===== src/rtl/rob_pkg.sv =====
// Shared opcode constants, entry payload and decode helpers for the reorder buffer.
package rob_pkg;

    localparam int unsigned XLEN  = 32;
    localparam int unsigned REG_W = 5;
    localparam int unsigned OPC_W = 7;

    localparam logic [OPC_W-1:0] OPC_LOAD   = 7'b0000011;
    localparam logic [OPC_W-1:0] OPC_STORE  = 7'b0100011;
    localparam logic [OPC_W-1:0] OPC_LUI    = 7'b0110111;
    localparam logic [OPC_W-1:0] OPC_AUIPC  = 7'b0010111;
    localparam logic [OPC_W-1:0] OPC_JAL    = 7'b1101111;
    localparam logic [OPC_W-1:0] OPC_JALR   = 7'b1100111;
    localparam logic [OPC_W-1:0] OPC_BRANCH = 7'b1100011;

    // What the commit stage needs to know about an entry's instruction class.
    typedef enum logic [1:0] {
        KIND_OTHER  = 2'd0,
        KIND_BRANCH = 2'd1,
        KIND_JALR   = 2'd2,
        KIND_STORE  = 2'd3
    } rob_kind_e;

    typedef struct packed {
        rob_kind_e        kind;
        logic [REG_W-1:0] rd;
        logic [XLEN-1:0]  value;
    } rob_entry_t;

    function automatic rob_kind_e kind_of(input logic [OPC_W-1:0] opc);
        rob_kind_e k;
        k = KIND_OTHER;
        if (opc == OPC_BRANCH) k = KIND_BRANCH;
        if (opc == OPC_JALR)   k = KIND_JALR;
        if (opc == OPC_STORE)  k = KIND_STORE;
        return k;
    endfunction

endpackage


===== src/rtl/rob_imm_calc.sv =====
// Dispatch-time decode: resolves LUI/JAL/AUIPC results and classifies the instruction.
module rob_imm_calc
    import rob_pkg::*;
(
    input  logic [XLEN-1:0]  ins_i,
    input  logic [XLEN-1:0]  pc_i,
    output logic             is_imm_c,
    output logic             is_ls_c,
    output logic [REG_W-1:0] rd_c,
    output rob_kind_e        kind_c,
    output logic [XLEN-1:0]  value_c
);

    logic [OPC_W-1:0] opc;
    logic [XLEN-1:0]  upper;

    assign opc   = ins_i[OPC_W-1:0];
    assign upper = {ins_i[31:12], 12'h000};
    assign rd_c  = ins_i[11:7];
    assign kind_c = kind_of(opc);
    assign is_ls_c = (opc == OPC_LOAD) || (opc == OPC_STORE);

    always_comb begin
        is_imm_c = 1'b0;
        value_c  = '0;
        case (opc)
            OPC_LUI: begin
                is_imm_c = 1'b1;
                value_c  = upper;
            end
            OPC_JAL: begin
                is_imm_c = 1'b1;
                value_c  = pc_i + XLEN'(4);
            end
            OPC_AUIPC: begin
                is_imm_c = 1'b1;
                value_c  = upper + pc_i;
            end
            default: ;
        endcase
    end

endmodule


===== src/rtl/rob_param.sv =====
// Parametrised reorder buffer: in-order allocate/commit, out-of-order writeback, one-cycle flush.
// Optional operand lookup ports are built when ROB_QUERY_EN is defined.
module rob_param
    import rob_pkg::*;
#(
    parameter int unsigned DEPTH  = 16,
    parameter int unsigned TAG_W  = 4,
    parameter int unsigned NUM_WB = 4
) (
    input  logic                    clk,
    input  logic                    rst,
    input  logic                    rdy,
    input  logic                    disp_valid,
    output logic                    disp_ready,
    input  logic [31:0]             disp_ins,
    input  logic [31:0]             disp_pc,
    output logic                    rs_valid,
    output logic [31:0]             rs_ins,
    output logic [TAG_W-1:0]        rs_tag,
    output logic [4:0]              rs_rd,
    output logic                    ls_valid,
    output logic [TAG_W-1:0]        ls_tag,
    input  logic [NUM_WB-1:0]       wb_valid,
    input  logic [NUM_WB*TAG_W-1:0] wb_tag,
    input  logic [NUM_WB*32-1:0]    wb_data,
    input  logic                    flush,
    output logic                    commit_valid,
    output logic [TAG_W-1:0]        commit_tag,
    output logic [4:0]              commit_rd,
    output logic [31:0]             commit_value,
    output logic                    commit_is_branch,
    output logic                    commit_is_jalr,
    output logic                    commit_is_store
`ifdef ROB_QUERY_EN
    ,
    input  logic [1:0][TAG_W-1:0]   qry_tag,
    output logic [1:0]              qry_ready,
    output logic [1:0][31:0]        qry_value
`endif
);

    localparam int unsigned CNT_W = TAG_W + 1;

    logic [DEPTH-1:0] valid_q, valid_d, ready_q, ready_d;
    rob_entry_t       entry_q [DEPTH];
    rob_entry_t       entry_d [DEPTH];
    logic [TAG_W-1:0] head_q, head_d, tail_q, tail_d;
    logic [CNT_W-1:0] count_q, count_d;

    logic             rs_valid_q, rs_valid_d, ls_valid_q, ls_valid_d;
    logic [31:0]      rs_ins_q, rs_ins_d;
    logic [TAG_W-1:0] rs_tag_q, rs_tag_d, ls_tag_q, ls_tag_d;
    logic [4:0]       rs_rd_q, rs_rd_d;
    logic             cm_valid_q, cm_valid_d;
    logic [TAG_W-1:0] cm_tag_q, cm_tag_d;
    rob_entry_t       cm_entry_q, cm_entry_d;

    logic             dec_is_imm, dec_is_ls;
    logic [4:0]       dec_rd;
    rob_kind_e        dec_kind;
    logic [31:0]      dec_value;
    logic             do_commit, do_disp;

    rob_imm_calc u_imm_calc (
        .ins_i    (disp_ins),
        .pc_i     (disp_pc),
        .is_imm_c (dec_is_imm),
        .is_ls_c  (dec_is_ls),
        .rd_c     (dec_rd),
        .kind_c   (dec_kind),
        .value_c  (dec_value)
    );

    // Full/empty come from count alone; a same-cycle commit never frees the slot early.
    assign disp_ready = (count_q != CNT_W'(DEPTH));
    assign do_commit  = (count_q != '0) && valid_q[head_q] && ready_q[head_q];
    assign do_disp    = disp_valid && disp_ready;

    always_comb begin
        valid_d    = valid_q;
        ready_d    = ready_q;
        entry_d    = entry_q;
        head_d     = head_q;
        tail_d     = tail_q;
        count_d    = count_q;
        rs_valid_d = 1'b0;
        ls_valid_d = 1'b0;
        cm_valid_d = 1'b0;
        rs_ins_d   = rs_ins_q;
        rs_tag_d   = rs_tag_q;
        rs_rd_d    = rs_rd_q;
        ls_tag_d   = ls_tag_q;
        cm_tag_d   = cm_tag_q;
        cm_entry_d = cm_entry_q;

        if (flush) begin
            valid_d = '0;
            ready_d = '0;
            head_d  = '0;
            tail_d  = '0;
            count_d = '0;
        end else begin
            // Ascending loop so the highest channel wins a same-tag collision.
            for (int unsigned i = 0; i < NUM_WB; i++) begin
                if (wb_valid[i] && valid_q[wb_tag[i*TAG_W +: TAG_W]]) begin
                    ready_d[wb_tag[i*TAG_W +: TAG_W]]       = 1'b1;
                    entry_d[wb_tag[i*TAG_W +: TAG_W]].value = wb_data[i*32 +: 32];
                end
            end

            if (do_commit) begin
                cm_valid_d      = 1'b1;
                cm_tag_d        = head_q;
                cm_entry_d      = entry_q[head_q];
                valid_d[head_q] = 1'b0;
                ready_d[head_q] = 1'b0;
                head_d          = head_q + TAG_W'(1);
            end

            if (do_disp) begin
                valid_d[tail_q]       = 1'b1;
                ready_d[tail_q]       = dec_is_imm;
                entry_d[tail_q].kind  = dec_kind;
                entry_d[tail_q].rd    = dec_rd;
                entry_d[tail_q].value = dec_value;
                tail_d                = tail_q + TAG_W'(1);
                if (!dec_is_imm) begin
                    rs_valid_d = 1'b1;
                    rs_ins_d   = disp_ins;
                    rs_tag_d   = tail_q;
                    rs_rd_d    = dec_rd;
                    if (dec_is_ls) begin
                        ls_valid_d = 1'b1;
                        ls_tag_d   = tail_q;
                    end
                end
            end

            count_d = count_q + CNT_W'(do_disp) - CNT_W'(do_commit);
        end
    end

    always_ff @(posedge clk) begin
        if (rst) begin
            valid_q    <= '0;
            ready_q    <= '0;
            head_q     <= '0;
            tail_q     <= '0;
            count_q    <= '0;
            rs_valid_q <= 1'b0;
            rs_ins_q   <= '0;
            rs_tag_q   <= '0;
            rs_rd_q    <= '0;
            ls_valid_q <= 1'b0;
            ls_tag_q   <= '0;
            cm_valid_q <= 1'b0;
            cm_tag_q   <= '0;
            cm_entry_q <= '0;
        end else if (rdy) begin
            valid_q    <= valid_d;
            ready_q    <= ready_d;
            head_q     <= head_d;
            tail_q     <= tail_d;
            count_q    <= count_d;
            rs_valid_q <= rs_valid_d;
            rs_ins_q   <= rs_ins_d;
            rs_tag_q   <= rs_tag_d;
            rs_rd_q    <= rs_rd_d;
            ls_valid_q <= ls_valid_d;
            ls_tag_q   <= ls_tag_d;
            cm_valid_q <= cm_valid_d;
            cm_tag_q   <= cm_tag_d;
            cm_entry_q <= cm_entry_d;
        end
    end

    // Entry payload is qualified by valid/ready, so it needs no reset.
    always_ff @(posedge clk) begin
        if (rdy) begin
            entry_q <= entry_d;
        end
    end

    assign rs_valid         = rs_valid_q;
    assign rs_ins           = rs_ins_q;
    assign rs_tag           = rs_tag_q;
    assign rs_rd            = rs_rd_q;
    assign ls_valid         = ls_valid_q;
    assign ls_tag           = ls_tag_q;
    assign commit_valid     = cm_valid_q;
    assign commit_tag       = cm_tag_q;
    assign commit_rd        = cm_entry_q.rd;
    assign commit_value     = cm_entry_q.value;
    assign commit_is_branch = (cm_entry_q.kind == KIND_BRANCH);
    assign commit_is_jalr   = (cm_entry_q.kind == KIND_JALR);
    assign commit_is_store  = (cm_entry_q.kind == KIND_STORE);

`ifdef ROB_QUERY_EN
    // Operand lookup with same-cycle writeback bypass.
    always_comb begin
        for (int unsigned p = 0; p < 2; p++) begin
            qry_ready[p] = ready_q[qry_tag[p]];
            qry_value[p] = entry_q[qry_tag[p]].value;
            for (int unsigned i = 0; i < NUM_WB; i++) begin
                if (wb_valid[i] && valid_q[qry_tag[p]] && (wb_tag[i*TAG_W +: TAG_W] == qry_tag[p])) begin
                    qry_ready[p] = 1'b1;
                    qry_value[p] = wb_data[i*32 +: 32];
                end
            end
        end
    end
`endif

endmodule


===== config.mk =====
export PLATFORM = sky130hd
export DESIGN_NAME = rob_param
export DESIGN_NICKNAME = d
export VERILOG_FILES = /design/src/rtl/rob_pkg.sv /design/src/rtl/rob_imm_calc.sv /design/src/rtl/rob_param.sv
export SDC_FILE = /design/constraint.sdc
export NUM_CORES = 2
export LEC_CHECK = 0
export CAP_MARGIN = 20
export CORE_MARGIN = 5
export CORE_UTILIZATION = 30
export CTS_CLUSTER_DIAMETER = 40
export DETAILED_ROUTE_END_ITERATION = 6
export PLACE_DENSITY = 0.5
export SETUP_SLACK_MARGIN = 0.5
export SLEW_MARGIN = 20
export SYNTH_ARGS = -nofsm -noshare
export SYNTH_HDL_FRONTEND = slang
export SYNTH_SLANG_ARGS = --single-unit

===== constraint.sdc =====
create_clock -name clk -period 18.6 [get_ports clk]
set_clock_uncertainty 0.1 [all_clocks]
set_input_delay 1.86 -clock clk [delete_from_list [all_inputs] [get_ports clk]]
set_output_delay 1.86 -clock clk [all_outputs]
set_load 0.05 [all_outputs]

==> flow_metrics.env <==
export IMPL_status="finished with violations"
export IMPL_violations="design-rule violations"
export IMPL_synthFlopType="edfxtp_1"
export IMPL_crit_buf_inv=4
export IMPL_clock_sinks=755
export IMPL_ir_drop_mv=0.0863
export IMPL_synth_top_area_frac=0.326
export IMPL_ys_top_cells_by_count="clkbuf_1 (643), nand2_1 (636), edfxtp_1 (624)"
export IMPL_setup_viol=0
export IMPL_wl_per_cell_um=36.7
export IMPL_postCtsSetupRepairBufs=0
export IMPL_syn_cell_area_um2=57500
export IMPL_worstPathArrival_ps=6350
export IMPL_io_buffers=309
export IMPL_grt_pass1_vias=54200
export IMPL_synth_edf_count=624
export IMPL_fin_ws_ps=12560
export IMPL_slew_headroom=0.124
export IMPL_multi_input_area_um2=32800
export IMPL_worst_path_most_repeated_cell="buf_4"
export IMPL_drtAntennaViolNets=0
export IMPL_vias_per_cell=6.76
export IMPL_cp_required_ps=18900
export IMPL_ys_seq_elements=755
export IMPL_yosys_area_top_type="edfxtp_1"
export IMPL_dr_total_vias=58400
export IMPL_worst_slew_pin_slew_ps=1310
export IMPL_grt_first_pass_wirelength_um=431000
export IMPL_die_height_um=448
export IMPL_grt_usage=0.302
export IMPL_grt_max_degree=161
export IMPL_synth_seq_area_share=0.371
export IMPL_gp_congestion=0.956
export IMPL_htree_levels=4
export IMPL_ios=310
export IMPL_clk_latency_ps=810
export IMPL_cp_end_kind="register"
export IMPL_cts_tree="done"
export IMPL_route_detailed_drc=13
export IMPL_wl_um=317000
export IMPL_drv_slew=0
export IMPL_hold_viol=0
export IMPL_critPathMaxFanout=90
export IMPL_ys_warn_count=0
export IMPL_row_count=160
export IMPL_p_per_area_nw_per_um2=79.5
export IMPL_avgSynthCellArea_um2=9.27
export IMPL_nNetsFinal=6212
export IMPL_dp_worst_setup_slack_ps=11910
export IMPL_total_power_w=0.00537
export IMPL_antenna_found_initial=76
export IMPL_fin_setup_tns_ps=0
export IMPL_hold_buffers=0
export IMPL_clockBufferDepth=3
export IMPL_core_um2=190000
export IMPL_cts_clk_slew_worst_paths_ps=40
export IMPL_crit_family="buffers and inverters"
export IMPL_path_cells="clkdlybuf4s50_1, nand2b_1, inv_8, buf_4, buf_4"
export IMPL_gr_total_overflow=0
export IMPL_root_buffer="clkbuf_16"
export IMPL_slowest_stage="buf_4"
export IMPL_postSynthCellCount=6202
export IMPL_fmax_mhz=165
export IMPL_syn_to_final_growth_pct=17.4
export IMPL_static_leakage_power_nw=23.2
export IMPL_min_period_ps=6040
export IMPL_dr_pass1_iters=7
export IMPL_drv_cap=0
export IMPL_dieArea_um2=201000
export IMPL_cp_start_kind="primary input"
export IMPL_async_flop_share=0
export IMPL_min_period_over_period=0.325
export IMPL_post_cts_resized=0
export IMPL_yosysMostFrequentCell="clkbuf_1"
export IMPL_first_iter_violations=9981
export IMPL_cpPeakStageDelay_ps=960
export IMPL_grt_setup_unrepaired="false"
export IMPL_worstHoldPathType="register to register"
export IMPL_layout_drive_gt1_share=0.130
export IMPL_cts_buffers_inserted=160
export IMPL_synthTopCellsByArea="edfxtp_1 (33%), mux2i_1 (9.0%), mux4_2 (7.8%)"
export IMPL_syn_num_nets=6455
export IMPL_start_util=0.302
export IMPL_holdWs_ps=354
export IMPL_hpwl_um=182000
export IMPL_seq_area_um2=21400
export IMPL_nFillCells=18900
export IMPL_synth_distinct_cells=102
export IMPL_dieWidth_um=448
export IMPL_critPathKind="primary input to register"
[per-layer routing]
metal  GRT usage  routed length [um]
met5     0.00855                 431
met4       0.214               25700
met3       0.107               42300
met2       0.449              136000
met1       0.361              113000
[final cells by class]
class | instances | share of cell area
timing repair buffer | 491 | 0.0667
inverter | 37 | 0.00220
clock buffer | 199 | 0.0644
clock inverter | 94 | 0.0171
tap | 2511 | 0.0465
multi-input combinational | 4514 | 0.485
antenna | 40 | 0.00148
sequential | 755 | 0.316
[worst paths after layout]
kind / from / end / slack [ps] / depth (start not counted)
max: flush / entry_q[329] / 12560 / 5
min: commit_rd[4] / commit_rd[4] / 350 / 2
max reg2reg: head_q[2] / count_q[4] / 13310 / 16
min reg2reg: commit_rd[4] / commit_rd[4] / 350 / 2
[state kept, by name, summed over array words and instances, names as in the netlist]
register and count:
ls_valid 1, tail_q 4, commit_tag 4, rs_ins 32, entry_q 624, commit_value 32, commit_rd 5, count_q 5
ls_tag 4, rs_valid 1, rs_tag 4, cm_entry_q 2, head_q 4, valid_q 16, ready_q 16, commit_valid 1
[logic make-up after synthesis]
logic type / Yosys count / share of synthesized area
AOI/OAI and AO/OA: 2202 / 0.259
xor gates and xnor gates: 34 / 0.00518
adders and majority gates: 36 / 0.00809
buffers and inverters: 933 / 0.0690
DFF: 755 / 0.371
muxes: 717 / 0.168
and+or+nand+nor: 1525 / 0.119
[metrics by stage]
step	std cells	area, um^2	util
finish	8641	67500	0.355
global route	8631	67500	0.355
CTS	8601	67400	0.354
detailed placement	8308	61900	0.325
global placement	8307	61900	0.325
floorplan	6202	57500	-
[tightest hold or removal path: stages, from the launching register on]
cell and delay (ps):
dfxtp_1 300, nand2_1 50, a21oi_1 50
[report_power, final]
| part | switching (W) | total (W) | internal (W) |
|---|---|---|---|
| clock | 0.00104 | 0.00302 | 0.00198 |
| combinational | 0.000281 | 0.000443 | 0.000162 |
| sequential | 0.0000247 | 0.00191 | 0.00188 |
| total | 0.00135 | 0.00537 | 0.00402 |
[placed cells by master, fill, tap and decap left out, types with 104 or more instances in the layout]
| cell | n |
|---|---|
| clkdlybuf4s50_1 | 308 |
| mux4_2 | 199 |
| nand2_1 | 630 |
| clkbuf_16 | 166 |
| dfxtp_1 | 128 |
| nor2_1 | 509 |
| edfxtp_1 | 624 |
| buf_4 | 179 |
| a21oi_1 | 291 |
| o221ai_1 | 104 |
| o211ai_1 | 134 |
| o22ai_1 | 195 |
| mux2i_1 | 515 |
| o21ai_0 | 461 |
| a211oi_1 | 522 |
Power figures use the tool's default switching activity.
